File: src/rtl/irq_cond_pkg.sv
// Shared types and constants for the interrupt conditioning unit.
package irq_cond_pkg;

  typedef enum logic {
    IrqLevel = 1'b0,
    IrqEdge  = 1'b1
  } irq_mode_e;

  localparam int MaxIrq       = 32;
  localparam int MinSyncDepth = 2;

  // A single channel still needs a 1-bit ID field.
  function automatic int id_width(input int n);
    return (n > 1) ? $clog2(n) : 1;
  endfunction

endpackage

File: src/rtl/irq_cond_if.sv
// Claim handshake between the core and the interrupt conditioning unit.
interface irq_cond_if #(
  parameter int IdW = 4
);
  logic           claim_valid_i;
  logic [IdW-1:0] claim_id_i;
  logic           claim_err_o;

  modport master (output claim_valid_i, output claim_id_i, input claim_err_o);
  modport slave  (input claim_valid_i, input claim_id_i, output claim_err_o);
endinterface

File: src/rtl/irq_cond_chan.sv
// One interrupt channel: synchroniser, optional glitch filter (IRQ_COND_GLITCH_FILTER_EN),
// edge detector and sticky pending/overrun state.
module irq_cond_chan
  import irq_cond_pkg::*;
#(
  parameter int SyncDepth  = 2,
  parameter int FiltCycles = 4
) (
  input  logic clk_i,
  input  logic rst_i,
  input  logic irq_i,
  input  logic mode_i,
  input  logic invert_i,
  input  logic claim_i,
  output logic pending_o,
  output logic overrun_o
);

  logic [SyncDepth-1:0] sync_q, sync_d;
  logic                 prev_q, prev_d;
  logic                 pending_q, pending_d;
  logic                 overrun_q, overrun_d;
  logic                 filt_s;
  logic                 lvl;
  logic                 edge_det;

  assign sync_d = {sync_q[SyncDepth-2:0], irq_i};

`ifdef IRQ_COND_GLITCH_FILTER_EN
  localparam int CntW = $clog2(FiltCycles + 1);

  logic            filt_q, filt_d;
  logic [CntW-1:0] cnt_q, cnt_d;

  // The filtered value only follows the synchronised input after it has
  // disagreed for FiltCycles consecutive cycles; any agreement restarts the count.
  always_comb begin
    filt_d = filt_q;
    cnt_d  = '0;
    if (sync_q[SyncDepth-1] != filt_q) begin
      if (cnt_q == CntW'(FiltCycles - 1)) begin
        filt_d = sync_q[SyncDepth-1];
      end else begin
        cnt_d = cnt_q + 1'b1;
      end
    end
  end

  always_ff @(posedge clk_i or posedge rst_i) begin
    if (rst_i) begin
      filt_q <= 1'b0;
      cnt_q  <= '0;
    end else begin
      filt_q <= filt_d;
      cnt_q  <= cnt_d;
    end
  end

  assign filt_s = filt_q;
`else
  assign filt_s = sync_q[SyncDepth-1];
`endif

  assign lvl      = filt_s ^ invert_i;
  assign edge_det = lvl & ~prev_q;

  // prev tracks lvl in both modes so a level-to-edge switch sees no false edge.
  always_comb begin
    prev_d    = lvl;
    pending_d = pending_q;
    overrun_d = overrun_q & ~claim_i;
    if (mode_i == IrqEdge) begin
      pending_d = edge_det | (pending_q & ~claim_i);
      if (edge_det && pending_q && !claim_i) begin
        overrun_d = 1'b1;
      end
    end else begin
      pending_d = lvl;
    end
  end

  always_ff @(posedge clk_i or posedge rst_i) begin
    if (rst_i) begin
      sync_q    <= '0;
      prev_q    <= 1'b0;
      pending_q <= 1'b0;
      overrun_q <= 1'b0;
    end else begin
      sync_q    <= sync_d;
      prev_q    <= prev_d;
      pending_q <= pending_d;
      overrun_q <= overrun_d;
    end
  end

  assign pending_o = pending_q;
  assign overrun_o = overrun_q;

endmodule

File: src/rtl/irq_cond_unit.sv
// Interrupt conditioning top: per-channel conditioning, claim decode and priority encoder.
// Optional glitch filter enabled by defining IRQ_COND_GLITCH_FILTER_EN.
module irq_cond_unit
  import irq_cond_pkg::*;
#(
  parameter  int NumIrq     = 15,
  parameter  int SyncDepth  = 2,
  parameter  int FiltCycles = 4,
  localparam int IdW        = id_width(NumIrq)
) (
  input  logic              clk_i,
  input  logic              rst_i,
  input  logic [NumIrq-1:0] irq_i,
  input  logic [NumIrq-1:0] mode_i,
  input  logic [NumIrq-1:0] invert_i,
  input  logic [NumIrq-1:0] en_i,
  irq_cond_if.slave         claim_if,
  output logic [NumIrq-1:0] irq_o,
  output logic              irq_valid_o,
  output logic [IdW-1:0]    irq_id_o,
  output logic [NumIrq-1:0] overrun_o
);

  logic [NumIrq-1:0] claim_hit;
  logic [NumIrq-1:0] pending;
  logic              claim_in_range;
  logic              claim_err_q, claim_err_d;
  logic [IdW-1:0]    irq_id;

  assign claim_in_range = {1'b0, claim_if.claim_id_i} < (IdW + 1)'(NumIrq);
  assign claim_err_d    = claim_if.claim_valid_i & ~claim_in_range;

  genvar gi;
  generate
    for (gi = 0; gi < NumIrq; gi++) begin : g_chan
      assign claim_hit[gi] = claim_if.claim_valid_i && (claim_if.claim_id_i == IdW'(gi));

      irq_cond_chan #(
        .SyncDepth  (SyncDepth),
        .FiltCycles (FiltCycles)
      ) u_chan (
        .clk_i     (clk_i),
        .rst_i     (rst_i),
        .irq_i     (irq_i[gi]),
        .mode_i    (mode_i[gi]),
        .invert_i  (invert_i[gi]),
        .claim_i   (claim_hit[gi]),
        .pending_o (pending[gi]),
        .overrun_o (overrun_o[gi])
      );
    end
  endgenerate

  always_ff @(posedge clk_i or posedge rst_i) begin
    if (rst_i) begin
      claim_err_q <= 1'b0;
    end else begin
      claim_err_q <= claim_err_d;
    end
  end

  assign claim_if.claim_err_o = claim_err_q;

  // Masked channels keep their pending state and reappear when re-enabled.
  assign irq_o       = pending & en_i;
  assign irq_valid_o = |irq_o;

  // Scan downwards so the lowest set index wins.
  always_comb begin
    irq_id = '0;
    for (int i = NumIrq - 1; i >= 0; i--) begin
      if (irq_o[i]) begin
        irq_id = IdW'(i);
      end
    end
  end

  assign irq_id_o = irq_id;

endmodule

File: src/flat_wrapper.sv
// flat-port wrapper written by rule: the top's interface ports become plain ports
module irq_cond_unit_flat import irq_cond_pkg::*;
#(
  parameter  int NumIrq     = 15,
  parameter  int SyncDepth  = 2,
  parameter  int FiltCycles = 4,
  localparam int IdW        = id_width(NumIrq)
)
  (clk_i, rst_i, irq_i, mode_i, invert_i, en_i, irq_o, irq_valid_o, irq_id_o, overrun_o, claim_if_claim_valid_i, claim_if_claim_id_i, claim_if_claim_err_o);
  irq_cond_if #(.IdW((4))) claim_if_i ();
  input  logic clk_i;
  input  logic rst_i;
  input  logic [NumIrq-1:0] irq_i;
  input  logic [NumIrq-1:0] mode_i;
  input  logic [NumIrq-1:0] invert_i;
  input  logic [NumIrq-1:0] en_i;
  output logic [NumIrq-1:0] irq_o;
  output logic irq_valid_o;
  output logic [IdW-1:0] irq_id_o;
  output logic [NumIrq-1:0] overrun_o;
  input wire logic [$bits(claim_if_i.claim_valid_i)-1:0] claim_if_claim_valid_i;
  input wire logic [$bits(claim_if_i.claim_id_i)-1:0] claim_if_claim_id_i;
  output wire logic [$bits(claim_if_i.claim_err_o)-1:0] claim_if_claim_err_o;
  assign claim_if_i.claim_valid_i = claim_if_claim_valid_i;
  assign claim_if_i.claim_id_i = claim_if_claim_id_i;
  assign claim_if_claim_err_o = claim_if_i.claim_err_o;
  irq_cond_unit #(.NumIrq(NumIrq), .SyncDepth(SyncDepth), .FiltCycles(FiltCycles)) u_core (.clk_i(clk_i), .rst_i(rst_i), .irq_i(irq_i), .mode_i(mode_i), .invert_i(invert_i), .en_i(en_i), .claim_if(claim_if_i), .irq_o(irq_o), .irq_valid_o(irq_valid_o), .irq_id_o(irq_id_o), .overrun_o(overrun_o));
endmodule
File: config.mk
export PLATFORM = sky130hd
export DESIGN_NAME = irq_cond_unit_flat
export DESIGN_NICKNAME = d
export VERILOG_FILES = /design/src/rtl/irq_cond_pkg.sv /design/src/rtl/irq_cond_if.sv /design/src/rtl/irq_cond_chan.sv /design/src/rtl/irq_cond_unit.sv /design/src/flat_wrapper.sv
export SDC_FILE = /design/constraint.sdc
export NUM_CORES = 1
export LEC_CHECK = 0
export CAP_MARGIN = 20
export CORE_ASPECT_RATIO = 1.25
export CORE_UTILIZATION = 45
export DETAILED_ROUTE_END_ITERATION = 12
export PLACE_DENSITY = 0.86
export SYNTH_ARGS = -nofsm -noshare
export SYNTH_HDL_FRONTEND = slang
export SYNTH_SLANG_ARGS = --single-unit
File: constraint.sdc
create_clock -name clk_i -period 3.1 [get_ports clk_i]
set_input_delay 0.62 -clock clk_i [delete_from_list [all_inputs] [get_ports clk_i]]
set_output_delay 0.62 -clock clk_i [all_outputs]
set_load 0.005 [all_outputs]
==> flow_summary.ini <==
[status]
status = finished, final reports clean

[setup_path]
cp_common_cell = clkdlybuf4s50_1
cp-start-kind = input port
critPathBufInv = 2
r2r_start = u_core.g_chan[2].u_chan.sync_q[1]$_DFF_PP0_
critical_path_class = in -> out
crit_family = buffers and inverters
slowest_delay_ns = 0.54
slowest_stage = clkdlybuf4s50_1
crit_path_max_fanout = 2
crit_arrival_ns = 2.34
cp.required_ns = 2.48
rrSetupSlack_ns = 2.11
worstSetupEndpointType = primary output
crit_start = en_i[5]
cp_cell_sequence = clkdlybuf4s50_1 > a22o_1 > a21oi_1 > o21ai_1 > a311oi_1 > clkdlybuf4s50_1

[synth]
synth_ff_type = dfrtp_1
synth_area_leaders = dfrtp_1 (64%), nand2_1 (6.0%), nor2_1 (4.7%)
avgSynthCellArea_sq_um = 10.78
synth_common_cells = dfrtp_1 (76), nand2_1 (48), nor2_1 (37)
yosys_warnings = 0
syn_nets = 344
netlist_instances = 277
ys_types = 33
synth_seq_cells = 76
async_flop_share_pct = 100.0
netlist_area_sq_um = 2985
synth_most_common_cell = dfrtp_1
ys_seq_area_share_pct = 63.70
synth-edff-count = 0
synth_top_area_cell = dfrtp_1
synth_top_cell_area_share_pct = 63.70

[clock_tree]
cts_resized = 0
cts_max_level = 3
clk_path_buf_depth = 2
clock-sinks = 76
cts_buffers = 9
cts_tree = done
cts_root_buf = clkbuf_8
cts_setup_buffers = 0
clk_pin_slew_ns = 0.07
clk_latency_ns = 0.34
postCtsHoldBufs = 0

[floorplanning]
start_util_pct = 47.49
rows = 32
ios = 103
die_y_microns = 93.07
fp.dieArea_sq_um = 6966
fp.coreArea_sq_um = 6286
die_w_microns = 74.85

[finish]
insertedDiodeCount = 0
regArea_sq_um = 1902
fillers = 510
multiInputGateArea_sq_um = 937.1
finalInstanceArea_sq_um = 4252
layout-drive-gt1-share_pct = 5.744
area_growth_pct = 42.41
final_util_pct = 67.64
fin_nets = 445

[timing]
skew_ns = 0.007958
fin_setup_tns_ns = 0
setup_viol = 0
layout_min_cycle_time_ns = 2.957
tightest_slew_ns = 0.7248
setup_ws_ns = 0.1426
slew_violations = 0
rsz0062_at_grt = no
finalHoldViolations = 0
slew_headroom_pct = 51.62
max_freq_ghz = 0.3381
whs_ns = 0.3490
fin_crit_sh_pct = 95.40

[detailed_routing]
vias_per_cell = 4.870
wirelength_microns = 6510
drt_iter0_drc = 82
drc_errors = 0
firstDrtPassIters = 4
ant_nets = 0
wl_per_cell_microns = 13.91
via_count = 2279

[pwr]
irDropWorstVdd_uv = 362.9
leakagePower_nw = 1.866
power-per-cell-area_nw_per_um2 = 601.9

[place]
dpl.hpwl_microns = 5144
globalplace.congestion = 0.7764
dp_slack_ns = 0.1250
port_buffers = 102
post_dp_cell_area_sq_um = 4024

[flow_run]
cap_violations = 0

[grt]
grtUsageMet3_pct = 5.388
met1_usage_pct = 24.49
antenna_found_initial = 0
grt_max_degree = 44
met2_usage_pct = 34.01
grtUsageTotal_pct = 20.57
grt_pass1_vias = 2332
grt_busiest_layer = met2
grt_remaining_overflow = 0
grt_pass1_wl_microns = 10460

[hold_path]
worstHoldPathType = reg -> reg
hp-start = u_core.g_chan[5].u_chan.sync_q[0]$_DFF_PP0_
worst reg2reg max path: cells and delay by family (launching register included):
| family | cells | cell delay [ns] |
|---|---|---|
| XOR/XNOR | 1 | 0.24 |
| AND/OR/NAND/NOR | 2 | 0.20 |
| flip-flops | 1 | 0.38 |
| AO/OA/AOI/OAI | 1 | 0.11 |
through the flow:
step / cells / total power (W)
final: 468 / 0.002559
after CTS: 468 / 0.002592
after detailed placement: 452 / 0.001748
after global routing: 468 / 0.002691
after global placement: 452 / 0.001729
after floorplan: 277 / 0.001485
metal layers:
| metal | up-vias | share of wire (%) |
|---|---|---|
| li1 | 1114 | - |
| met1 | 1075 | 41 |
| met2 | 77 | 51 |
| met3 | 13 | 6.0 |
| met4 | 0 | 2.5 |
| met5 | - | 0 |
area by class of cell:
class / count / share of cell area [%]
flip-flops and latches: 76 / 44.73
inverters: 9 / 0.8240
clock buffers: 13 / 3.737
well taps: 85 / 2.501
multi-input cells: 177 / 22.04
clock inverters: 3 / 1.619
repair buffers: 105 / 24.54
kinds of logic (layout without fill, tap and decap cells):
logic type | Yosys count | in the layout | synth area share, %
AOI/OAI and AO/OA | 46 | 46 | 9.640
xor gates and xnor gates | 15 | 15 | 4.401
buffers and inverters | 24 | 130 | 4.904
DFF | 76 | 76 | 63.70
and+or+nand+nor | 116 | 116 | 17.35
power by group:
group / internal [W] / total (W) / switching [W]
Sequential: 0.00112 / 0.00120 / 0.0000758
Clock: 0.000499 / 0.000832 / 0.000333
Combinational: 0.000320 / 0.000529 / 0.000209
placed cells by master (no fill, tap or decap), types with 2 or more instances in the layout:
cell type / n
nor2_1: 37
or2_1: 2
dfrtp_1: 76
bufinv_16: 2
xor2_1: 15
and2_1: 7
a22oi_1: 2
clkbuf_8: 11
a32o_2: 2
clkbuf_1: 2
nand2_1: 48
a22o_1: 2
nor3_1: 3
nand2b_1: 2
o21ai_1: 11
clkdlybuf4s50_1: 102
o21a_1: 3
nand3b_1: 4
inv_1: 7
a21oi_1: 18
buf_4: 3
nand3_1: 6
nor3b_1: 2
path summary, 6_finish.rpt:
kind	to	depth (start not counted)
min	u_core.g_chan[5].u_chan.sync_q[1]$_DFF_PP0_	0
min reg2reg	u_core.g_chan[5].u_chan.sync_q[1]$_DFF_PP0_	0
max	irq_id_o[1]	6
max in group asynchronous	u_core.g_chan[10].u_chan.sync_q[1]$_DFF_PP0_	3
max reg2reg	u_core.g_chan[2].u_chan.overrun_o$_DFF_PP0_	4
min in group asynchronous	u_core.g_chan[14].u_chan.sync_q[0]$_DFF_PP0_	2
sequential cells by signal, summed over array words and instances (netlist names):
signal / cells
u_core.g_chan.u_chan.sync_q: 30
u_core.g_chan.u_chan.overrun_o: 15
u_core.g_chan.u_chan.pending_o: 15
u_core.g_chan.u_chan.prev_q: 15
u_core.claim_if.claim_err_o: 1
Power figures use the tool's default switching activity.
